`config.mk`:
```
export PLATFORM = sky130hd
export DESIGN_NAME = counter_seq
export DESIGN_NICKNAME = d
export VERILOG_FILES = /design/src/rtl/counter_seq.sv
export SDC_FILE = /design/constraint.sdc
export NUM_CORES = 1
export LEC_CHECK = 0
export BUFFER_PORTS_ARGS = -buffer_cell sky130_fd_sc_hd__buf_2
export CELL_PAD_IN_SITES_DETAIL_PLACEMENT = 0
export CELL_PAD_IN_SITES_GLOBAL_PLACEMENT = 2
export CORE_MARGIN = 8
export CORE_UTILIZATION = 31
export DETAILED_ROUTE_END_ITERATION = 6
export PLACE_DENSITY = 0.8
export RECOVER_POWER = 50
export SYNTH_ARGS = -nofsm -noshare
export SYNTH_HDL_FRONTEND = slang
export SYNTH_SLANG_ARGS = --single-unit
```
`constraint.sdc`:
```
create_clock -name clk -period 2.15 [get_ports clk]
set_clock_uncertainty 0.15 [all_clocks]
set_input_delay 0.1075 -clock clk [delete_from_list [all_inputs] [get_ports clk]]
set_output_delay 0.1075 -clock clk [all_outputs]
set_load 0.05 [all_outputs]
```
`src/rtl/counter_seq.sv`:
```
// counter_seq - LOAD/STEP/RUN/NOP command sequencer driving an up/down load counter.
// Revision 1.0
`default_nettype none

module counter_seq #(
   parameter int WIDTH  = 4,
   parameter int STEP_W = 8
) (
   input  logic              clk,
   input  logic              rst,
   input  logic              cmd_valid,
   output logic              cmd_ready,
   input  logic [1:0]        cmd_op,
   input  logic              cmd_dir,
   input  logic [WIDTH-1:0]  cmd_data,
   input  logic [STEP_W-1:0] cmd_steps,
   output logic              load_n,
   output logic [WIDTH-1:0]  data_load,
   output logic              ce,
   output logic              up_down,
   input  logic              max_count,
   input  logic              zero,
   output logic              busy,
   output logic              done,
   output logic [STEP_W-1:0] wraps,
   output logic              err
);

   typedef enum logic [1:0] {
      S_IDLE = 2'd0,
      S_LOAD = 2'd1,
      S_STEP = 2'd2,
      S_RUN  = 2'd3
   } state_t;

   localparam logic [1:0]        c_OP_LOAD      = 2'b00;
   localparam logic [1:0]        c_OP_STEP      = 2'b01;
   localparam logic [1:0]        c_OP_RUN       = 2'b10;
   localparam logic [STEP_W-1:0] c_ONE_STEP     = {{(STEP_W-1){1'b0}}, 1'b1};
   localparam logic [WIDTH:0]    c_TIMEOUT_LAST = {1'b0, {WIDTH{1'b1}}};

   state_t              r_state;
   logic [STEP_W-1:0]   r_remain;
   logic [WIDTH:0]      r_tcnt;
   logic                r_ce;
   logic                r_load_n;
   logic                r_up_down;
   logic [WIDTH-1:0]    r_data_load;
   logic                r_done;
   logic [STEP_W-1:0]   r_wraps;
   logic                r_err;

   logic                w_accept;
   logic                w_bound;
   logic                w_run_ce;
   logic                w_wrap;

   assign w_accept = cmd_valid && (r_state == S_IDLE);
   assign w_bound  = r_up_down ? max_count : zero;

   // RUN enables the counter straight from the bound flag so it stops on the exact cycle.
   assign w_run_ce = (r_state == S_RUN) && !w_bound && !r_tcnt[WIDTH];
   assign w_wrap   = (r_state == S_STEP) && r_ce && w_bound;

   assign cmd_ready = (r_state == S_IDLE);
   assign busy      = (r_state != S_IDLE);
   assign load_n    = r_load_n;
   assign data_load = r_data_load;
   assign ce        = r_ce || w_run_ce;
   assign up_down   = r_up_down;
   assign done      = r_done;
   assign wraps     = r_wraps;
   assign err       = r_err;

   always_ff @(posedge clk) begin
      if (rst) begin
         r_state     <= S_IDLE;
         r_remain    <= '0;
         r_tcnt      <= '0;
         r_ce        <= 1'b0;
         r_load_n    <= 1'b1;
         r_up_down   <= 1'b1;
         r_data_load <= '0;
         r_done      <= 1'b0;
         r_wraps     <= '0;
         r_err       <= 1'b0;
      end else begin
         r_done   <= 1'b0;
         r_load_n <= 1'b1;
         r_ce     <= 1'b0;
         case (r_state)
            S_IDLE: begin
               if (w_accept) begin
                  r_wraps <= '0;
                  r_err   <= 1'b0;
                  case (cmd_op)
                     c_OP_LOAD: begin
                        r_data_load <= cmd_data;
                        r_load_n    <= 1'b0;
                        r_state     <= S_LOAD;
                     end
                     c_OP_STEP: begin
                        r_up_down <= cmd_dir;
                        if (cmd_steps == '0) begin
                           r_done <= 1'b1;
                        end else begin
                           r_remain <= cmd_steps;
                           r_ce     <= 1'b1;
                           r_state  <= S_STEP;
                        end
                     end
                     c_OP_RUN: begin
                        r_up_down <= cmd_dir;
                        r_tcnt    <= '0;
                        r_state   <= S_RUN;
                     end
                     default: begin
                        r_done <= 1'b1;
                     end
                  endcase
               end
            end
            S_LOAD: begin
               r_state <= S_IDLE;
               r_done  <= 1'b1;
            end
            S_STEP: begin
               if (w_wrap && !(&r_wraps)) begin
                  r_wraps <= r_wraps + c_ONE_STEP;
               end
               if (r_remain == c_ONE_STEP) begin
                  r_state <= S_IDLE;
                  r_done  <= 1'b1;
               end else begin
                  r_remain <= r_remain - c_ONE_STEP;
                  r_ce     <= 1'b1;
               end
            end
            S_RUN: begin
               if (w_bound) begin
                  r_state <= S_IDLE;
                  r_done  <= 1'b1;
               end else if (w_run_ce) begin
                  r_tcnt <= r_tcnt + 1'b1;
                  // Last permitted enable cycle: the counter never reached its bound.
                  if (r_tcnt == c_TIMEOUT_LAST) begin
                     r_state <= S_IDLE;
                     r_done  <= 1'b1;
                     r_err   <= 1'b1;
                  end
               end else begin
                  r_state <= S_IDLE;
                  r_done  <= 1'b1;
                  r_err   <= 1'b1;
               end
            end
            default: begin
               r_state <= S_IDLE;
            end
         endcase
      end
   end

endmodule

`default_nettype wire

```
---- Word level (Yosys, flattened, before mapping) ----
Cells that the tools add are included.
word-level totals
  bits in registers ....................... 32
cells by class
  add/subtract/negate cells ............... 3
  eq/ne operators ......................... 20
  muxes and demuxes ....................... 41
  bitwise gates (word level) .............. 2
  reductions and logical operators ........ 27
operator list
  operator                                                number
  2-to-1 mux 8 bit                                        6
  one-hot mux 8 bit (2 select lines)                      2
  2-to-1 mux 5 bit                                        4
  2-to-1 mux 1 bit                                        16
  AND reduction 5 bit                                     3
  2-to-1 mux 2 bit                                        6
  inequality test 2 x 1 -> 1 bit (second input constant)  5
  one-hot mux 5 bit (2 select lines)                      1
  AND reduction 3 bit                                     3
  adder 8 x 1 -> 8 bit (second input constant)            1
  equality test 8 x 1 -> 1 bit (second input constant)    1
  logical NOT 8 bit                                       1
  inequality test 2 bit (second input constant)           4
  one-hot mux 2 bit (4 select lines)                      1
  AND reduction 8 bit                                     1
  subtractor 8 x 1 -> 8 bit (second input constant)       1
  equality test 2 bit (second input constant)             3
  logical AND 1 bit                                       6
  one-hot mux 1 bit (2 select lines)                      3
  one-hot mux 2 bit (3 select lines)                      1
  nonzero test 2 bit                                      3
  adder 5 x 1 -> 5 bit (second input constant)            1
  equality test 5 x 4 -> 1 bit (second input constant)    1
  equality test 2 x 1 -> 1 bit (second input constant)    2
  other kinds (12)                                        17

---- Depth between registers and ports, before layout ----
Gate-level depths: netlist of run 1.
  word-level depth ........................ 7
  gate-level depth with buffers ........... 7
  gate-level depth less buffers ........... 7

---- Worst setup path before layout of run 1 ----
OpenSTA, ideal clock, no wires.
  path type ............................... reg-to-reg
  start ................................... register r_wraps[0] (netlist: wraps[0])
  end ..................................... register r_wraps[1] (netlist: wraps[1])
  setup time .............................. 0.132 ns
  arrival time ............................ 1.876 ns
  setup slack ............................. -0.008 ns
  stages on the path, launching flop included .. 7
  path buffers ............................ 1
  cell sequence ........................... dfxtp_1 ha_1 nand3_1 o311ai_2 buf_4 a21o_1 a21oi_1
between the ends
  longest elaborated chain between the ends .. 5
RTL lines
  what                                                                          RTL line  text
  from (decl)                                                                   50        logic [STEP_W-1:0] r_wraps;
  from (signal assigned)                                                        129       r_wraps <= r_wraps + c_ONE_STEP;
  parallel branches: the longest is 5 deep, another holds adder 8 x 1 -> 8 bit  -
Several ways; the timed one is not identified. The select of a mux whose other input is x is not followed.
A chain may end at the register's enable or synchronous reset.

---- Final worst setup path of run 1 ----
  start ................................... register r_up_down (netlist: up_down)
  end ..................................... output ce
between the ends
  longest elaborated chain between the ends .. 5
RTL lines
  what                            RTL line  text
  from (decl)                     47        logic r_up_down;
  from (signal assigned)          103       r_up_down <= cmd_dir;
  from (signal assigned)          113       r_up_down <= cmd_dir;
  2-to-1 mux 1 bit                59        assign w_bound = r_up_down ? max_count : zero;
  logical NOT 1 bit               62        assign w_run_ce = (r_state == S_RUN) && !w_bound && !r_tcnt[WIDTH];
  logical AND 1 bit (2 in a row)  62
  logical OR 1 bit                69        assign ce = r_ce || w_run_ce;
  to (decl)                       19        output logic ce,
No other way between the ends.

==> results of run 1 <==
-- final timing paths --
path | endpoint | slack (ps) | cells after the start
max | ce | 180 | 4
min | r_remain[5] | 10 | 3
max reg2reg | wraps[2] | 230 | 6
min reg2reg | data_load[2] | 350 | 2
-- registers in the layout (all words and copies together), names as in the netlist --
name	flops
load_n	1
r_ce	1
data_load	4
up_down	1
err	1
r_tcnt	5
r_remain	8
done	1
r_state	2
wraps	8
-- final cells by class --
class / count / share of cell area
Multi-Input combinational cell: 164 / 0.476
Sequential cell: 32 / 0.281
Timing Repair Buffer: 56 / 0.137
Tap cell: 75 / 0.0410
Clock buffer: 5 / 0.0301
Clock inverter: 3 / 0.0186
Inverter: 10 / 0.0164
-- worst register-to-register path: cells and delay by family, from the launching register on --
kind | cells | cell delay (ps)
AO/OA/AOI/OAI | 2 | 290
adder cells (fa/ha/maj) | 1 | 210
buffers and inverters | 1 | 200
flip-flops | 1 | 350
AND/OR/NAND/NOR | 2 | 650
-- report_power, final --
group	internal [uW]	leakage (uW)	total, uW	switching (uW)
Sequential	629	0.000261	670	41.4
Combinational	169	0.000520	461	292
Clock	343	0.0000541	593	250
-- stage by stage --
stage / setup slack, ps / total power (uW)
finish: 185 / 1720
global route: 61.3 / 1820
CTS: 160 / 1740
detailed placement: 250 / 1140
global placement: 281 / 1150
floorplan: 128 / 1010
-- per-layer routing --
| layer | track usage | wire, microns | vias to the layer above | part of all wire |
|---|---|---|---|---|
| met1 | 0.144 | 2340 | 853 | 0.47 |
| met4 | 0.0523 | 85 | 0 | 0.017 |
| li1 | - | - | 902 | - |
| met2 | 0.193 | 2310 | 44 | 0.46 |
| met3 | 0.0299 | 235 | 7 | 0.047 |
| met5 | 0 | 0 | - | 0 |
-- repair_timing --
action,CTS,global route
buffers inserted,0,0
hold endpoints to repair,8,0
hold buffers,7,0
-- logic make-up (layout without fill, tap and decap cells) --
family / count (synthesis) / count (layout)
DFF: 32 / 32
buffers and inverters: 22 / 74
muxes: 5 / 5
and+or+nand+nor: 100 / 100
AOI/OAI and AO/OA: 47 / 47
xor gates and xnor gates: 3 / 3
adders and majority gates: 9 / 9
-- placed cells by master (no fill, tap or decap), types with 6 or more instances in the layout --
cell type      count
buf_2             21
dfxtp_1           30
ha_1               9
a21oi_1           16
nor3_1            10
nand2_1           16
o32ai_1            6
nand3_1           18
dlygate4sd3_1      7
buf_4              9
a31oi_1           10
clkbuf_1          19
nor2_1            19
inv_1              9
==> results.toml, run 1 <==
[outcome]
status = "completed"

[route]
drc = 0
ant_nets = 0
dr.pass1.iters = 4
vias = 1806
routedWlPerCell_microns = 14.4
routed_via_density = 5.23
dr.first_iter.drc_count = 82
drt_wl_total_mm = 4.98

[logic_synthesis]
yosys_warnings = 0
synth_nets = 247
synthSimpleGateAreaFrac = 0.299
netlist.area_leader.share = 0.350
syn_avg_cell_area_sq_um = 8.40
ys_seq_area_frac = 0.350
synth-seq-cells = 32
muxShareOfSynthArea = 0.0280
synth_compound_area_frac = 0.192
synthAdderAreaFrac = 0.0615
synth_flop_cell = "dfxtp_1"
synth_xor_area_frac = 0.0143
synth_most_common_cell = "dfxtp_1"
ys_async_sr_fraction = 0
synth_edf_count = 0
synth_top_cells_by_area = "dfxtp_1 (35%), ha_1 (6.1%), nand3_1 (4.9%)"
netlist_top_cells_count = "dfxtp_1 (32), nor2_1 (19), nand3_1 (18), a21oi_1 (16), nand2_1 (16)"
syn_area_sq_um = 1830
yosysUniqueCellTypes = 49
synth_top_family_by_area = "simple AND/OR/NAND/NOR gates"
yosysTopAreaCell = "dfxtp_1"
synthCells = 218

[timing]
min_period_over_period = 0.914
tightest_slew_ps = 629
slew_headroom = 0.583
totalNegativeSetupSlack_ps = 0
final-setup-viol-count = 0
rsz0062_at_grt = "false"
finalHoldViolations = 0
min_period_ps = 1970
max_freq_mhz = 509
slew_violations = 0
worst_hold_slack_ps = 13.5

[clock_network]
root_buffer = "clkbuf_8"
cts_buffers = 5
cts_tree = "done"
cts_resized = 0
clk_latency_ps = 290
clock_path_buffers = 2
cts_sinks = 32
clkTransAtPathRegs_ps = 80
htreeDepth = 2

[cells_and_area]
final_core_util = 0.394
drive_gt1_frac = 0.200
num-fill-cells = 618
fin_area_sq_um = 2290
seq_area_sq_um = 643
finalNonFillerCells = 345
nets = 298
multiInputGateArea_sq_um = 1090
syn_to_final_growth_pct = 25.0
n_antenna_cell = 0

[grt]
overflow = 0
track_usage = 0.119
grt_pass1_wl_mm = 8.33
antenna_found_initial = 0
grt_max_degree = 30
first_global_vias = 1683

[setup_path]
crit_slowest_cell = "mux2_2"
cp.arrival_ps = 1710
crit_path_end_kind = "output pin"
startpoint = "up_down"
worstSetupPathType = "reg -> out"
slowest_delay_ps = 420
rr_startpoint = "wraps[0]"
path_cells = "mux2_2 > nor3_1 > or2_2 > buf_2"
cp_top_family = "multiplexers"
worstPathMaxFanout = 7
path_buf_inv = 1
cp-start-kind = "flip-flop"
cp_data_required_time_ps = 1890

[die]
die_h_microns = 92.9
core_area_sq_um = 5820
rows = 28
die_area_sq_um = 8620
initial_utilization = 0.315
io_pins = 39
fp.dieW_microns = 92.9

[place]
place_congestion = 0.775
dp.cells = 330
postPlaceCellArea_sq_um = 2140
dp_hpwl_mm = 3.57
portBuffers = 38

[worst_hold_path]
min_from = "cmd_steps[5]"
hold_path.class = "in -> reg"

[power]
ir_drop_mv = 0.227
powerDensity_nw_per_um2 = 753
p_leak_uw = 0.000835

[job]
max-cap-violations = 0
Note: power is estimated with default switching activity, not from simulation.
==> inputs of run 2 (changes only) <==
Settings changed: ABC_AREA set to 1, CORE_UTILIZATION 31 to 29, PLACE_DENSITY 0.8 to 0.81.
==> run 2 against run 1 <==
Clock power about the same. Cell count is 25% higher. Sequential share of layout area fell by 1.3 points. Utilization fell by 3.4 points. Hold slack worse by 8.3 ps. Critical endpoint is now r_remain[4]. Sequential power increased by 20%. Largest cell class unchanged. First-iteration DRC count is 9.8% lower. Sequential cell count unchanged. Clock-buffer cell count did not move. Non-clock buffer count shrank 6. Routed wire length is 3.8% higher. Via count is 7.8% higher.
==> results.toml, run 2 <==
[place]
portBuffers = 38
place_congestion = 0.741
dp.cells = 416
dp_hpwl_mm = 3.91
post-place-ws_ps = 356

[setup_path]
slowest_delay_ps = 370
path_cells = "nor2_1 > clkinvlp_2 > nor2_8 > nand2_2 > nand2_2 > buf_4 > nand3_1 > nand2_1 > nor2_1"
crit_slowest_cell = "dfxtp_1"
cp.arrival_ps = 1960
worstSetupPathType = "reg -> reg"
crit_path_end_kind = "flip-flop"
worstPathMaxFanout = 7
path_buf_inv = 2
cp_top_family = "simple AND/OR/NAND/NOR gates"
cp-start-kind = "flip-flop"
cp_data_required_time_ps = 2190

[clock_network]
cts_buffers = 5
clkTransAtPathRegs_ps = 70
cts_tree = "done"
clk_latency_ps = 290
htreeDepth = 2
clock_path_buffers = 2
cts_resized = 0
cts_sinks = 32
root_buffer = "clkbuf_8"

[logic_synthesis]
synthCells = 298
syn_area_sq_um = 1950
synth-seq-cells = 32
ys_seq_area_frac = 0.328
yosysUniqueCellTypes = 33
yosys_warnings = 0
synth_most_common_cell = "nand2_1"
yosysTopAreaCell = "dfxtp_1"
synth_flop_cell = "dfxtp_1"
ys_async_sr_fraction = 0
netlist.area_leader.share = 0.328
synth_nets = 327
syn_avg_cell_area_sq_um = 6.55
netlist_top_cells_count = "nand2_1 (73), nor2_1 (58), dfxtp_1 (32), inv_1 (32), o21ai_0 (16)"
synth_top_cells_by_area = "dfxtp_1 (33%), nand2_1 (14%), nor2_1 (11%)"
synth_edf_count = 0

[job]
max-cap-violations = 0

[cells_and_area]
final_common_cell = "nand2_1"
layout_common_cells = "nand2_1 (73), nor2_1 (59), inv_1 (32), dfxtp_1 (32), buf_2 (20)"
nets = 378
num-fill-cells = 754
n_antenna_cell = 0
final_core_util = 0.360
drive_gt1_frac = 0.166
syn_to_final_growth_pct = 22.5
finalNonFillerCells = 430

[timing]
setup_ws_ps = 233
final-setup-viol-count = 0
min_period_ps = 1920
min_period_over_period = 0.892
slew_violations = 0
max_freq_mhz = 522
finalHoldViolations = 0
totalNegativeSetupSlack_ps = 0
tightest_slew_ps = 644
slew_headroom = 0.572
rsz0062_at_grt = "false"

[power]
ir_drop_mv = 0.639
p_leak_uw = 0.00106
powerDensity_nw_per_um2 = 1140

[route]
routed_via_density = 4.53
dr.pass1.iters = 4
drc = 0
dr.first_iter.drc_count = 74
vias = 1947
drt_wl_total_mm = 5.17
routedWlPerCell_microns = 12.0
ant_nets = 0

[grt]
antenna_found_initial = 0
grt_max_degree = 15
first_global_vias = 1948
grt_pass1_wl_mm = 9.06
track_usage = 0.113
overflow = 0

[die]
rows = 30
core_area_sq_um = 6640
die_h_microns = 98.0
initial_utilization = 0.294
fp.dieW_microns = 98.0
io_pins = 39
die_area_sq_um = 9610

[outcome]
status = "completed"

[worst_hold_path]
hold_path.class = "in -> reg"
## run 2: changes by cell type after synthesis, moves of 4 or more
cell      change
o32ai_1       -6
a21oi_1       -4
nand3_1       -5
nor4_1        -4
a21oi_2       +5
o21ai_1       +7
clkbuf_1      -4
mux2i_1       -4
o21ai_0      +16
a31oi_1      -10
inv_1        +23
nand2_1      +57
nor3_1        -8
nor2_1       +39
## run 2: final cells by class
cell class	instances	area, sq um	area share
Inverter	37	140	0.0586
Timing Repair Buffer	50	274	0.115
Clock inverter	3	42.5	0.0178
Multi-Input combinational cell	223	1120	0.470
Tap cell	80	100	0.0419
Sequential cell	32	641	0.268
Clock buffer	5	68.8	0.0288
## run 2: report_power, final
part	internal (uW)	total [uW]	leakage, uW	switching, uW
combinational	415	1320	0.000742	905
clock	343	595	0.0000541	252
sequential	704	801	0.000261	97.2
## run 2: kinds of logic after synthesis
kind of cell               count (synthesis)  share of synthesized area
AOI/OAI and AO/OA                         45                      0.132
and+or+nand+nor                          168                      0.383
adders and majority gates                  9                     0.0577
xor gates and xnor gates                   1                    0.00449
DFF                                       32                      0.328
buffers and inverters                     43                     0.0943
## run 2: stage by stage
step	total power, uW	hold WS, ps	instance area (sq um)
3_5_place_dp	2160	195	2250
3_3_place_gp	2170	185	2250
5_1_grt	2960	23.5	2390
6_report	2720	5.13	2390
4_1_cts	2790	1.57	2420
2_1_floorplan	1860	19.9	1950
## run 2: path summary, 6_finish.rpt
path	slack (ps)	startpoint	end	cells past startpoint
worst min register to register	330	err	err	2
worst max-delay path	230	r_state[0]	r_remain[4]	9
worst max register to register	230	r_state[0]	r_remain[4]	9
worst min-delay path	5	cmd_steps[2]	r_remain[2]	5
## run 2: layer usage
layer  global-route usage  routed length [microns]  vias to the layer above
met4               0.0372                       43                        0
met1                0.142                     2570                      854
met5                    0                        0                        -
li1                     -                        -                     1043
met3               0.0363                      336                        5
met2                0.179                     2210                       45
## run 2: worst min-delay path: cells and delay by family
| kind | cells | cell delay, ps |
|---|---|---|
| buffers and inverters | 1 | 80 |
| AND/OR/NAND/NOR | 4 | 210 |
## run 2: repair_timing
item                      CTS  global route
hold buffers                6             0
setup buffers               0             0
hold endpoints to repair    6             0
==> inputs of run 3 (changes only) <==
Settings changed: RECOVER_POWER 50 to 25.
==> run 3 against run 2 <==
Non-clock buffer count is the same. Clock power is essentially flat. Critical path type is now reg -> out. Utilization up 0.19 points. First-iteration DRC count decreased by 2.7%. Sequential cell count is the same. Die area did not move. Hold slack improved by 1.1 ps. Worst setup slack gained 90 ps. Largest cell class unchanged. Final area up 0.52%. Total power up 0.67%. Critical path depth fell by 4.
==> results.toml, run 3 (synthesis gave the netlist of run 2 again) <==
[outcome]
status = "completed"

[clock_network]
clk_latency_ps = 290
cts_resized = 0
cts_buffers = 5
clock_path_buffers = 2
clkTransAtPathRegs_ps = 70
cts_sinks = 32
cts_tree = "done"
root_buffer = "clkbuf_8"
htreeDepth = 2

[cells_and_area]
seq_area_sq_um = 641
syn_to_final_growth_pct = 23.2
final_common_cell = "nand2_1"
fin_area_sq_um = 2400
num-fill-cells = 751
nets = 378
drive_gt1_frac = 0.183
n_antenna_cell = 0
layout_common_cells = "nand2_1 (73), nor2_1 (58), inv_1 (32), dfxtp_1 (32), buf_2 (26)"
multiInputGateArea_sq_um = 1130
finalNonFillerCells = 430

[place]
postPlaceCellArea_sq_um = 2250
dp.cells = 416
portBuffers = 38
dp_hpwl_mm = 3.91
place_congestion = 0.741

[timing]
min_period_ps = 1830
max_freq_mhz = 547
tightest_slew_ps = 644
totalNegativeSetupSlack_ps = 0
slew_violations = 0
min_period_over_period = 0.850
slew_headroom = 0.572
rsz0062_at_grt = "false"
finalHoldViolations = 0
worst_hold_slack_ps = 6.23
final-setup-viol-count = 0

[power]
fin_total_pwr_uw = 2730
p_leak_uw = 0.00108
powerDensity_nw_per_um2 = 1140
ir_drop_mv = 0.640

[setup_path]
worstSetupPathType = "reg -> out"
cp.arrival_ps = 1570
worstPathMaxFanout = 6
crit_path_end_kind = "output pin"
cp-start-kind = "flip-flop"
crit_slowest_cell = "dfxtp_1"
path_cells = "nand2_1 > nor2_1 > nand2_1 > nand2_1 > buf_2"
cp_data_required_time_ps = 1890
r2r_slack_ps = 370
cp_common_cell = "nand2_1"
cp_top_family = "simple AND/OR/NAND/NOR gates"
slowest_delay_ps = 450
path_buf_inv = 1

[die]
io_pins = 39
core_area_sq_um = 6640
fp.dieW_microns = 98.0
initial_utilization = 0.294
die_h_microns = 98.0
die_area_sq_um = 9610
rows = 30

[route]
dr.first_iter.drc_count = 72
drt_wl_total_mm = 5.16
routedWlPerCell_microns = 12.0
dr.pass1.iters = 4
routed_via_density = 4.52
ant_nets = 0
drc = 0
vias = 1944

[grt]
grt_pass1_wl_mm = 9.06
grt_max_degree = 15
antenna_found_initial = 0
overflow = 0
track_usage = 0.113
first_global_vias = 1948

[worst_hold_path]
hold_path.class = "in -> reg"

[job]
max-cap-violations = 0
==> run 3: layer usage <==
layer	GRT usage	part of all wire	vias up
li1	-	-	1042
met5	0	0	-
met1	0.142	0.50	859
met3	0.0363	0.056	5
met4	0.0372	0.0081	0
met2	0.179	0.43	38
==> run 3: power breakdown <==
group	switching, uW	internal, uW
clock	252	343
sequential	100	704
combinational	910	426
total	1260	1470
==> run 3: worst min-delay path, cell delays in order <==
cell     delay (ps)
buf_2            80
nand2_1          40
nand2_1          50
nor2_1           40
nor2_1           80
==> run 3: path summary, 6_finish.rpt <==
path / to / cells after the start / startpoint
min reg2reg: err / 2 / err
max reg2reg: wraps[0] / 9 / wraps[0]
min: r_remain[2] / 5 / cmd_steps[2]
max: ce / 5 / r_state[0]
==> run 3: repair_timing <==
action,in CTS,in global routing
hold endpoints to repair,6,0
hold buffers,6,0
buffers inserted,0,0
==> run 3: final cells by class <==
| type | instances | share of cell area |
|---|---|---|
| Clock buffer | 5 | 0.0286 |
| Clock inverter | 3 | 0.0177 |
| Inverter | 37 | 0.0599 |
| Multi-Input combinational cell | 223 | 0.469 |
| Sequential cell | 32 | 0.267 |
| Tap cell | 80 | 0.0417 |
| Timing Repair Buffer | 50 | 0.117 |
==> run 3: per-stage QoR <==
step           setup WS (ps)  utilization
2_1_floorplan            142            -
3_3_place_gp             352        0.338
3_5_place_dp             356        0.338
4_1_cts                  304        0.364
5_1_grt                 99.4        0.362
6_report                 323        0.362
